==> config.mk <==
export PLATFORM = sky130hd
export DESIGN_NAME = i2c_reg_target
export DESIGN_NICKNAME = d
export VERILOG_FILES = /design/src/rtl/mppt_pkg.sv /design/src/rtl/i2c_line_filter.sv /design/src/rtl/i2c_reg_target.sv
export SDC_FILE = /design/constraint.sdc
export NUM_CORES = 1
export LEC_CHECK = 0
export CORE_MARGIN = 8
export CORE_UTILIZATION = 57
export CTS_BUF_LIST = sky130_fd_sc_hd__clkbuf_4
export DETAILED_ROUTE_END_ITERATION = 8
export PLACE_DENSITY_LB_ADDON = 0.25
export REMOVE_ABC_BUFFERS = 1
export SLEW_MARGIN = 20
export SYNTH_ARGS = -nofsm -noshare
export SYNTH_HDL_FRONTEND = slang
export SYNTH_HIERARCHICAL = 1
export SYNTH_SLANG_ARGS = --single-unit
export TNS_END_PERCENT = 5
==> constraint.sdc <==
create_clock -name clk -period 2.94 [get_ports clk]
set_clock_uncertainty 0.1 [all_clocks]
set_input_delay 0.441 -clock clk [delete_from_list [all_inputs] [get_ports clk]]
set_output_delay 0.441 -clock clk [all_outputs]
set_load 0.01 [all_outputs]
==> src/rtl/mppt_pkg.sv <==
// Shared definitions for the I2C register target: FSM state encoding and
// the default bus address.
package mppt_pkg;

  typedef enum logic [3:0] {
    ST_IDLE,
    ST_DEV_ADDR,
    ST_DEV_ACK,
    ST_REG_PTR,
    ST_PTR_ACK,
    ST_WR_DATA,
    ST_WR_ACK,
    ST_RD_DATA,
    ST_RD_ACK
  } i2c_state_t;

  localparam logic [6:0] DEFAULT_I2C_ADDR = 7'h50;

endpackage

==> src/rtl/i2c_line_filter.sv <==
// 2-flop synchronizer for one I2C pad line, optionally followed by a
// 3-cycle stable-value glitch filter (I2C_TGT_GLITCH_FILTER_EN).
module i2c_line_filter (
  input  logic clk,
  input  logic rst_n,
  input  logic line_in,
  output logic line_out
);

  logic [1:0] sync;

  always_ff @(posedge clk or negedge rst_n) begin
    if (!rst_n) begin
      sync <= 2'b11;
    end else begin
      sync <= {sync[0], line_in};
    end
  end

`ifdef I2C_TGT_GLITCH_FILTER_EN
  logic [1:0] stable_cnt;
  logic       filt;

  // Output follows only after the synchronized value differs for 3 clocks.
  always_ff @(posedge clk or negedge rst_n) begin
    if (!rst_n) begin
      filt       <= 1'b1;
      stable_cnt <= '0;
    end else if (sync[1] == filt) begin
      stable_cnt <= '0;
    end else if (stable_cnt == 2'd2) begin
      filt       <= sync[1];
      stable_cnt <= '0;
    end else begin
      stable_cnt <= stable_cnt + 2'd1;
    end
  end

  assign line_out = filt;
`else
  assign line_out = sync[1];
`endif

endmodule

==> src/rtl/i2c_reg_target.sv <==
// I2C target exposing an 8-bit register pointer interface (write pointer,
// burst write, burst read). Optional input filter: I2C_TGT_GLITCH_FILTER_EN.
module i2c_reg_target #(
  parameter logic [6:0]  I2C_ADDR = mppt_pkg::DEFAULT_I2C_ADDR,
  parameter int unsigned CLK_FREQ = 50_000_000
) (
  input  logic       clk,
  input  logic       rst_n,
  input  logic       i2c_scl_in,
  input  logic       i2c_sda_in,
  output logic       i2c_sda_oe,
  output logic [7:0] reg_addr,
  output logic [7:0] reg_wdata,
  output logic       reg_we,
  input  logic [7:0] reg_rdata,
  output logic       reg_re,
  output logic       busy
);
  import mppt_pkg::*;

  if (CLK_FREQ == 0) begin : g_clk_freq_check
    $error("i2c_reg_target: CLK_FREQ must be non-zero");
  end

  logic scl, sda, scl_q, sda_q;
  logic scl_rise, scl_fall, start_det, stop_det;

  i2c_line_filter u_scl_filter (
    .clk      (clk),
    .rst_n    (rst_n),
    .line_in  (i2c_scl_in),
    .line_out (scl)
  );

  i2c_line_filter u_sda_filter (
    .clk      (clk),
    .rst_n    (rst_n),
    .line_in  (i2c_sda_in),
    .line_out (sda)
  );

  always_ff @(posedge clk or negedge rst_n) begin
    if (!rst_n) begin
      scl_q <= 1'b1;
      sda_q <= 1'b1;
    end else begin
      scl_q <= scl;
      sda_q <= sda;
    end
  end

  assign scl_rise  = scl & ~scl_q;
  assign scl_fall  = ~scl & scl_q;
  assign start_det = scl & scl_q & sda_q & ~sda;
  assign stop_det  = scl & scl_q & ~sda_q & sda;

  i2c_state_t state, state_next;
  logic [3:0] bit_cnt;
  logic [7:0] shift;
  logic [6:0] tx;
  logic       ack_bit;
  logic       byte_done, shifting;
  logic       oe_next, cnt_clr, load_ptr, wr_go, rd_go, inc_addr;
  logic       busy_set, busy_clr, tx_shift;

  assign byte_done = (bit_cnt == 4'd8);
  assign shifting  = (state == ST_DEV_ADDR) || (state == ST_REG_PTR) ||
                     (state == ST_WR_DATA)  || (state == ST_RD_DATA);

  always_ff @(posedge clk or negedge rst_n) begin
    if (!rst_n) begin
      state <= ST_IDLE;
    end else begin
      state <= state_next;
    end
  end

  // START/STOP override everything; all other moves happen on SCL fall.
  always_comb begin
    state_next = state;
    oe_next    = i2c_sda_oe;
    cnt_clr    = 1'b0;
    load_ptr   = 1'b0;
    wr_go      = 1'b0;
    rd_go      = 1'b0;
    inc_addr   = 1'b0;
    busy_set   = 1'b0;
    busy_clr   = 1'b0;
    tx_shift   = 1'b0;
    if (stop_det) begin
      state_next = ST_IDLE;
      oe_next    = 1'b0;
      busy_clr   = 1'b1;
    end else if (start_det) begin
      state_next = ST_DEV_ADDR;
      oe_next    = 1'b0;
      cnt_clr    = 1'b1;
    end else if (scl_fall) begin
      case (state)
        ST_DEV_ADDR: begin
          if (byte_done) begin
            if (shift[7:1] == I2C_ADDR && shift[7:1] != 7'd0) begin
              state_next = ST_DEV_ACK;
              oe_next    = 1'b1;
              busy_set   = 1'b1;
            end else begin
              state_next = ST_IDLE;
              busy_clr   = 1'b1;
            end
          end
        end
        ST_DEV_ACK: begin
          oe_next = 1'b0;
          cnt_clr = 1'b1;
          if (shift[0]) begin
            state_next = ST_RD_DATA;
            rd_go      = 1'b1;
          end else begin
            state_next = ST_REG_PTR;
          end
        end
        ST_REG_PTR: begin
          if (byte_done) begin
            state_next = ST_PTR_ACK;
            load_ptr   = 1'b1;
            oe_next    = 1'b1;
          end
        end
        ST_PTR_ACK: begin
          state_next = ST_WR_DATA;
          oe_next    = 1'b0;
          cnt_clr    = 1'b1;
        end
        ST_WR_DATA: begin
          if (byte_done) begin
            state_next = ST_WR_ACK;
            wr_go      = 1'b1;
            oe_next    = 1'b1;
          end
        end
        ST_WR_ACK: begin
          state_next = ST_WR_DATA;
          inc_addr   = 1'b1;
          oe_next    = 1'b0;
          cnt_clr    = 1'b1;
        end
        ST_RD_DATA: begin
          if (byte_done) begin
            state_next = ST_RD_ACK;
            oe_next    = 1'b0;
          end else begin
            tx_shift = 1'b1;
            oe_next  = ~tx[6];
          end
        end
        ST_RD_ACK: begin
          oe_next = 1'b0;
          cnt_clr = 1'b1;
          if (!ack_bit) begin
            state_next = ST_RD_DATA;
            inc_addr   = 1'b1;
            rd_go      = 1'b1;
          end else begin
            state_next = ST_IDLE;
          end
        end
        default: ;
      endcase
    end
  end

  always_ff @(posedge clk or negedge rst_n) begin
    if (!rst_n) begin
      bit_cnt    <= '0;
      shift      <= '0;
      tx         <= '0;
      ack_bit    <= 1'b1;
      reg_addr   <= '0;
      reg_wdata  <= '0;
      reg_we     <= 1'b0;
      reg_re     <= 1'b0;
      busy       <= 1'b0;
      i2c_sda_oe <= 1'b0;
    end else begin
      reg_we     <= wr_go;
      reg_re     <= rd_go;
      i2c_sda_oe <= oe_next;
      if (cnt_clr) begin
        bit_cnt <= '0;
      end else if (scl_rise && shifting && !byte_done) begin
        bit_cnt <= bit_cnt + 4'd1;
        if (state != ST_RD_DATA) shift <= {shift[6:0], sda};
      end
      if (scl_rise && state == ST_RD_ACK) ack_bit <= sda;
      if (load_ptr) begin
        reg_addr <= shift;
      end else if (inc_addr) begin
        reg_addr <= reg_addr + 8'd1;
      end
      if (wr_go) reg_wdata <= shift;
      if (tx_shift) tx <= {tx[5:0], 1'b0};
      // reg_re is registered, so reg_addr already points at the byte to send.
      if (reg_re && state_next == ST_RD_DATA) begin
        tx         <= reg_rdata[6:0];
        i2c_sda_oe <= ~reg_rdata[7];
      end
      if (busy_set) begin
        busy <= 1'b1;
      end else if (busy_clr) begin
        busy <= 1'b0;
      end
    end
  end

endmodule

==> out/qor.txt, run 1 <==
Post-synth EDFFs = 0
Top delay family on crit path = simple AND/OR/NAND/NOR gates
First-pass GRT wire length = 9.315 mm
Via-to-Cell Ratio = 6.120
Final hold viol count = 0
Sink Count = 50
Largest net degree at the start of global routing = 37
Final Cell Area = 0.003032 mm2
Post-Syn Area = 0.002605 mm2
Chip height = 83.61 um
Core area = 0.004384 mm2
CTS max path bufs = 2
Mean Syn Cell Area = 10.81 um2
Most used DFF post-synth = dfrtp_1
Hold Crit Class = register to register
Most used cell, CP = nand2_1
Power Total = 2.159 mW
Pleak = 1.282 nW
Post-DRT Antenna Nets = 0
P per Cell Area = 712.0 mW/mm2
CTS buffer count = 5
Syn Inst Count = 241
Worst EP arrival = 2.79 ns
Synthesis Warnings = 6
Die outline area = 0.006990 mm2
# rows = 24
Outcome = finished clean
Clock-pin slew on the worst setup and hold paths = 0.16 ns
Global-route usage over all layers = 15.62%
Count of input and output buffers = 31
Setup WS post-layout = 0.3261 ns
CP required = 3.12 ns
Worst-margin pin slew = 0.6684 ns
Area delta synth->final = 16.38%
Max transition margin = 55.44%
Routed vias = 1,995
DRC violations left = 0
Fmax = 382.6 MHz
Crit path buf inv count = 0
Cell Chain, Critical Path = nand2_1, or4b_2, nand2_1, o21ai_0, a221o_1
Post-DP Area = 0.002958 mm2
Die width = 83.61 um
Placer congestion estimate = 0.9253
Setup TNS Final = 0 ns
H-tree Lvls = 2
Final-report max-slew violation count = 0
Async SR Flop Fraction = 100.0%
Io pins = 32
Hpwl dp = 3.869 mm
Unrepaired setup endpoints after global routing = no
Final worst-path cycle share = 88.91%
Root buffer cell = clkbuf_4
Endpoints failing setup = 0
Initial antenna violation count = 0
CP max stage delay = 0.81 ns
CP Launch Type = register
Synth cell types = 58
Initial DRC Count = 264
Final WL = 5.353 mm
Starting density of the core = 59.42%
CP endpoint kind = register
Worst-Skew Late Latency = 0.37 ns
Crit path time final = 2.614 ns
CTS tree = yes
WL per Instance = 16.42 um
Setup CP Type = register to register
Pre-Repair DR Iteration Count = 4
Seq/Total Area, Yosys = 48.37%
Synthesized flop and latch total = 50
Slowest stage cell, crit path = or4b_2
Vias in the first global route = 2,013
VDD IR max = 0.4146 mV
Worst-path fanout max = 22
GRT overflow = 0
Share of cells above drive strength 1 = 22.26%
Pre-CTS WS = 0.3565 ns
Nets = 288
Antenna Cells = 0
Max capacitance violation total = 0
Most common cell after layout, fill and taps aside = dfrtp_1
Commonest non-fill, non-tap cells in the layout = 43 x dfrtp_1, 31 x mux2_2, 30 x clkdlybuf4s50_1, 20 x nor2_1, 15 x nand2_1
-- cells by family after synthesis --
logic type	count (synthesis)	synth area share [%]
compound gates	44	12.15
simple gates	84	18.25
xor+xnor	5	1.681
buf+inv	21	3.554
mux	33	14.17
fa+ha+maj	4	1.825
flops	50	48.37
-- worst paths after layout --
check / from / to / slack [ns] / cells after the start
setup / recovery: state[1] / reg_addr[5] / 0.33 / 5
hold / removal: u_scl_filter/sync[0] / u_scl_filter/sync[1] / 0.27 / 0
setup reg to reg: state[1] / reg_addr[5] / 0.33 / 5
hold reg to reg: u_scl_filter/sync[0] / u_scl_filter/sync[1] / 0.27 / 0
max in group asynchronous: rst_n / u_scl_filter/sync[0] / 1.57 / 3
min in group asynchronous: rst_n / reg_wdata[6] / 0.39 / 2
-- metal layers --
layer	global-route usage, %	vias to the layer above	part of all wire (%)
met4	4.239	0	1.3
met3	3.613	10	6.2
met2	23.72	78	46
met1	21.53	960	47
li1	-	947	-
met5	0	-	0
-- area by class of cell --
| class | count | area (um2) |
|---|---|---|
| clock buffers | 5 | 37.54 |
| clock inverters | 3 | 26.28 |
| fillers | 323 | 1353 |
| inverters | 8 | 30.03 |
| multi-input cells | 170 | 1252 |
| flip-flops and latches | 50 | 1260 |
| well taps | 52 | 65.06 |
| repair buffers | 38 | 360.3 |
-- worst register-to-register path: cells and delay by family (launching register included) --
kind,cells,cell delay [ns]
DFF,1,0.80
AOI/OAI and AO/OA,2,0.41
and+or+nand+nor,3,1.20
-- state kept, by name (all words and copies together) (netlist names), 2 cells and up --
register and count:
reg_addr 8, bit_cnt 4, reg_wdata 8, tx 7, u_scl_filter/sync 2, u_sda_filter/sync 2, shift 8, state 4
-- timing repair --
item	4_1_cts	5_1_grt
hold endpoints to repair	12	0
setup buffers	0	0
setup endpoints to repair	0	0
hold buffers	1	0
resized for setup	0	0
-- synth_stat cells (2+ instances only) --
| cell | n | area [um2] |
|---|---|---|
| o22ai_1 | 3 | 18.77 |
| ha_1 | 3 | 37.54 |
| nand2_1 | 15 | 56.30 |
| o21bai_1 | 2 | 15.01 |
| mux2i_1 | 2 | 20.02 |
| buf_2 | 5 | 25.02 |
| o211ai_1 | 2 | 15.01 |
| dfstp_2 | 7 | 183.9 |
| o21ai_0 | 5 | 25.02 |
| or4_1 | 3 | 22.52 |
| inv_1 | 8 | 30.03 |
| dfrtp_1 | 43 | 1076 |
| nand4_1 | 2 | 12.51 |
| nand4b_1 | 3 | 26.28 |
| nor3_1 | 5 | 25.02 |
| a21oi_1 | 9 | 45.04 |
| mux2_2 | 31 | 349.1 |
| xor2_1 | 4 | 35.03 |
| o21a_1 | 2 | 15.01 |
| o32ai_1 | 2 | 17.52 |
| clkbuf_1 | 6 | 22.52 |
| nand3b_1 | 4 | 30.03 |
| nor2_1 | 20 | 75.07 |
| nor3b_1 | 2 | 15.01 |
| a211o_1 | 2 | 17.52 |
| nand2b_1 | 5 | 31.28 |
| o221a_2 | 2 | 22.52 |
| nor2b_1 | 3 | 18.77 |
| o31ai_1 | 3 | 22.52 |
| nand3_1 | 10 | 50.05 |
-- where the power goes --
group | switching (mW) | internal [mW]
Sequential | 0.266 | 0.870
Combinational | 0.303 | 0.386
Clock | 0.232 | 0.103
Total | 0.800 | 1.36
-- stage by stage --
| step | std cells | utilization, % | hold WS, ns |
|---|---|---|---|
| 2_1_floorplan | 228 | - | 0.04541 |
| 3_3_place_gp | 317 | 67.47 | 0.2457 |
| 3_5_place_dp | 317 | 67.47 | 0.2468 |
| 4_1_cts | 326 | 69.15 | 0.2666 |
| 5_1_grt | 326 | 69.15 | 0.2769 |
| 6_report | 326 | 69.15 | 0.2662 |
Note: power is estimated with default switching activity, not from simulation.
==> inputs of run 2 (changes only) <==
Settings changed: CAP_MARGIN from default to 20.
==> results of run 2 <==
Final layout, timing and power as in run 1 (identical DEF).
==> inputs of run 3 (changes only) <==
Settings changed: CORE_ASPECT_RATIO from default to 2, GPL_ROUTABILITY_DRIVEN from default to 0.
==> run 3 against run 2 <==
Net effect: clock power fell by 8.1%; total power down 0.93%; final cell count rose by 1.2%; first-iteration DRC count fell by 53%; critical path depth unchanged; sequential cell count unchanged.
==> out/qor.txt, run 3 (same netlist as run 1, synthesis figures left out) <==
Via-to-Cell Ratio = 6.082
R2R depth = 5
GRT overflow = 0
Final hold viol count = 0
Sink Count = 50
Count of input and output buffers = 31
# rows = 35
Initial DRC Count = 123
Worst-Skew Late Latency = 0.37 ns
Final-report max-slew violation count = 0
Area delta synth->final = 16.71%
Initial antenna violation count = 0
Hold Path End = u_sda_filter/sync[1]
CP max stage delay = 0.62 ns
Routed vias = 2,007
Core area = 0.004511 mm2
Placed insts = 321
Unrepaired setup endpoints after global routing = no
Pleak = 1.282 nW
Starting density of the core = 57.75%
Switch share = 36.52%
Leading registers by flop count = reg_addr x8, reg_wdata x8, shift x8
Seq pwr share = 52.2%
CP Launch Type = register
Max transition margin = 59.26%
Share of cells above drive strength 1 = 22.55%
CP required = 3.16 ns
Post CTS Setup Buffer Count = 0
Worst-margin pin slew = 0.6111 ns
Outcome = finished clean
Worst Hold Depth = 0
Top delay family on crit path = simple AND/OR/NAND/NOR gates
Reg2Reg Setup Slack = 0.38 ns
Crit path time final = 2.564 ns
Crit path buf inv count = 0
Die outline area = 0.007120 mm2
Cell Chain, Critical Path = or4b_4, a211o_1, or4_1, nand3_1, o21a_1
P per Cell Area = 703.4 mW/mm2
Post-DRT Antenna Nets = 0
Worst r2r src = state[1]
Clock-pin slew on the worst setup and hold paths = 0.15 ns
CP endpoint kind = register
WL per Instance = 16.35 um
First-pass GRT wire length = 8.942 mm
Setup TNS Final = 0 ns
Slowest stage cell, crit path = dfrtp_1
Hold Crit Class = register to register
Clock power frac = 14.4%
DRC violations left = 0
Logic pwr share = 33.4%
CTS buffer count = 5
Nets = 289
Io pins = 32
Chip height = 111.6 um
Worst EP arrival = 2.79 ns
Most common cell after layout, fill and taps aside = dfrtp_1
Fmax = 390.1 MHz
Antenna Cells = 0
Switching power = 0.7811 mW
Setup CP Type = register to register
Root buffer cell = clkbuf_4
Max capacitance violation total = 0
Worst-path fanout max = 22
H-tree Lvls = 2
Final worst-path cycle share = 87.19%
Die width = 63.80 um
VDD IR max = 0.4093 mV
Hpwl dp = 3.941 mm
CTS tree = yes
Non-Filler Instances = 330
Internal power = 1.358 mW
Endpoints failing setup = 0
Final WL = 5.397 mm
Commonest non-fill, non-tap cells in the layout = 43 x dfrtp_1, 31 x mux2_2, 30 x clkdlybuf4s50_1, 20 x nor2_1, 15 x nand2_1
Largest net degree at the start of global routing = 48
Global-route usage over all layers = 15.28%
Vias in the first global route = 1,905
CTS max path bufs = 2
Worst hold start = u_sda_filter/sync[0]
Pre-Repair DR Iteration Count = 5
Endpoint of the worst-slack reg-to-reg timing path = reg_addr[6]
run 3: changes by cell type in the layout (fill, tap and decap cells not counted):
cell | previous run | this run
inv_6 | 3 | 0
buf_4 | 6 | 8
buf_2 | 1 | 0
clkinv_2 | 0 | 1
clkinv_4 | 0 | 1
clkinvlp_4 | 0 | 1
run 3: through the flow:
| stage | setup WS (ns) | hold WS (ns) | instance area [um2] | power (mW) | util, % |
|---|---|---|---|---|---|
| detailed placement | 0.4148 | 0.2487 | 2969 | 1.839 | 65.83 |
| finish | 0.3765 | 0.2691 | 3040 | 2.139 | 67.41 |
| floorplan | 0.5766 | 0.04541 | 2542 | 1.543 | - |
| CTS | 0.3959 | 0.1447 | 3028 | 2.155 | 67.13 |
| global placement | 0.4821 | 0.2458 | 2969 | 1.792 | 65.83 |
| global route | 0.2347 | 0.2725 | 3040 | 2.280 | 67.41 |
run 3: how the worst max path moves through the flow:
stage             start     endpoint  slack [ns]  cells after the start
2_1_floorplan  state[3]  reg_addr[6]        0.58                      5
5_1_grt        state[1]  reg_addr[6]        0.23                      5
3_3_place_gp   state[1]  reg_addr[6]        0.48                      5
6_report       state[1]  reg_addr[6]        0.38                      5
4_1_cts        state[1]  reg_addr[6]        0.40                      5
3_5_place_dp   state[1]  reg_addr[6]        0.41                      5
run 3: final cells by class:
type	count	area, um2
timing repair buffer	39	370.4
tap	55	68.82
clock inverter	3	21.27
multi-input combinational	170	1252
sequential	50	1260
clock buffer	5	37.54
inverter	8	30.03
fill	337	1470
run 3: worst register-to-register path, cell delays in order (launching register included):
cell     delay, ns
dfrtp_1       0.62
or4b_4        0.62
a211o_1       0.43
or4_1         0.52
nand3_1       0.11
o21a_1        0.12
run 3: power groups by stage:
stage	combinational [mW]	clock (mW)	sequential (mW)
4_1_cts	0.715	0.326	1.11
3_5_place_dp	0.708	0	1.13
5_1_grt	0.782	0.346	1.15
2_1_floorplan	0.459	0	1.08
3_3_place_gp	0.683	0	1.11
6_report	0.713	0.308	1.12
run 3: repair_timing:
action	CTS	global route
hold endpoints to repair	0	26
resized for setup	0	0
hold buffers	0	1
run 3: per-layer routing:
metal | GRT usage (%) | vias to the layer above | part of all wire (%)
met3 | 3.719 | 13 | 5.4
met5 | 0 | - | 0
met2 | 24.95 | 69 | 50
met1 | 18.23 | 977 | 43
li1 | - | 948 | -
met4 | 6.897 | 0 | 2.0
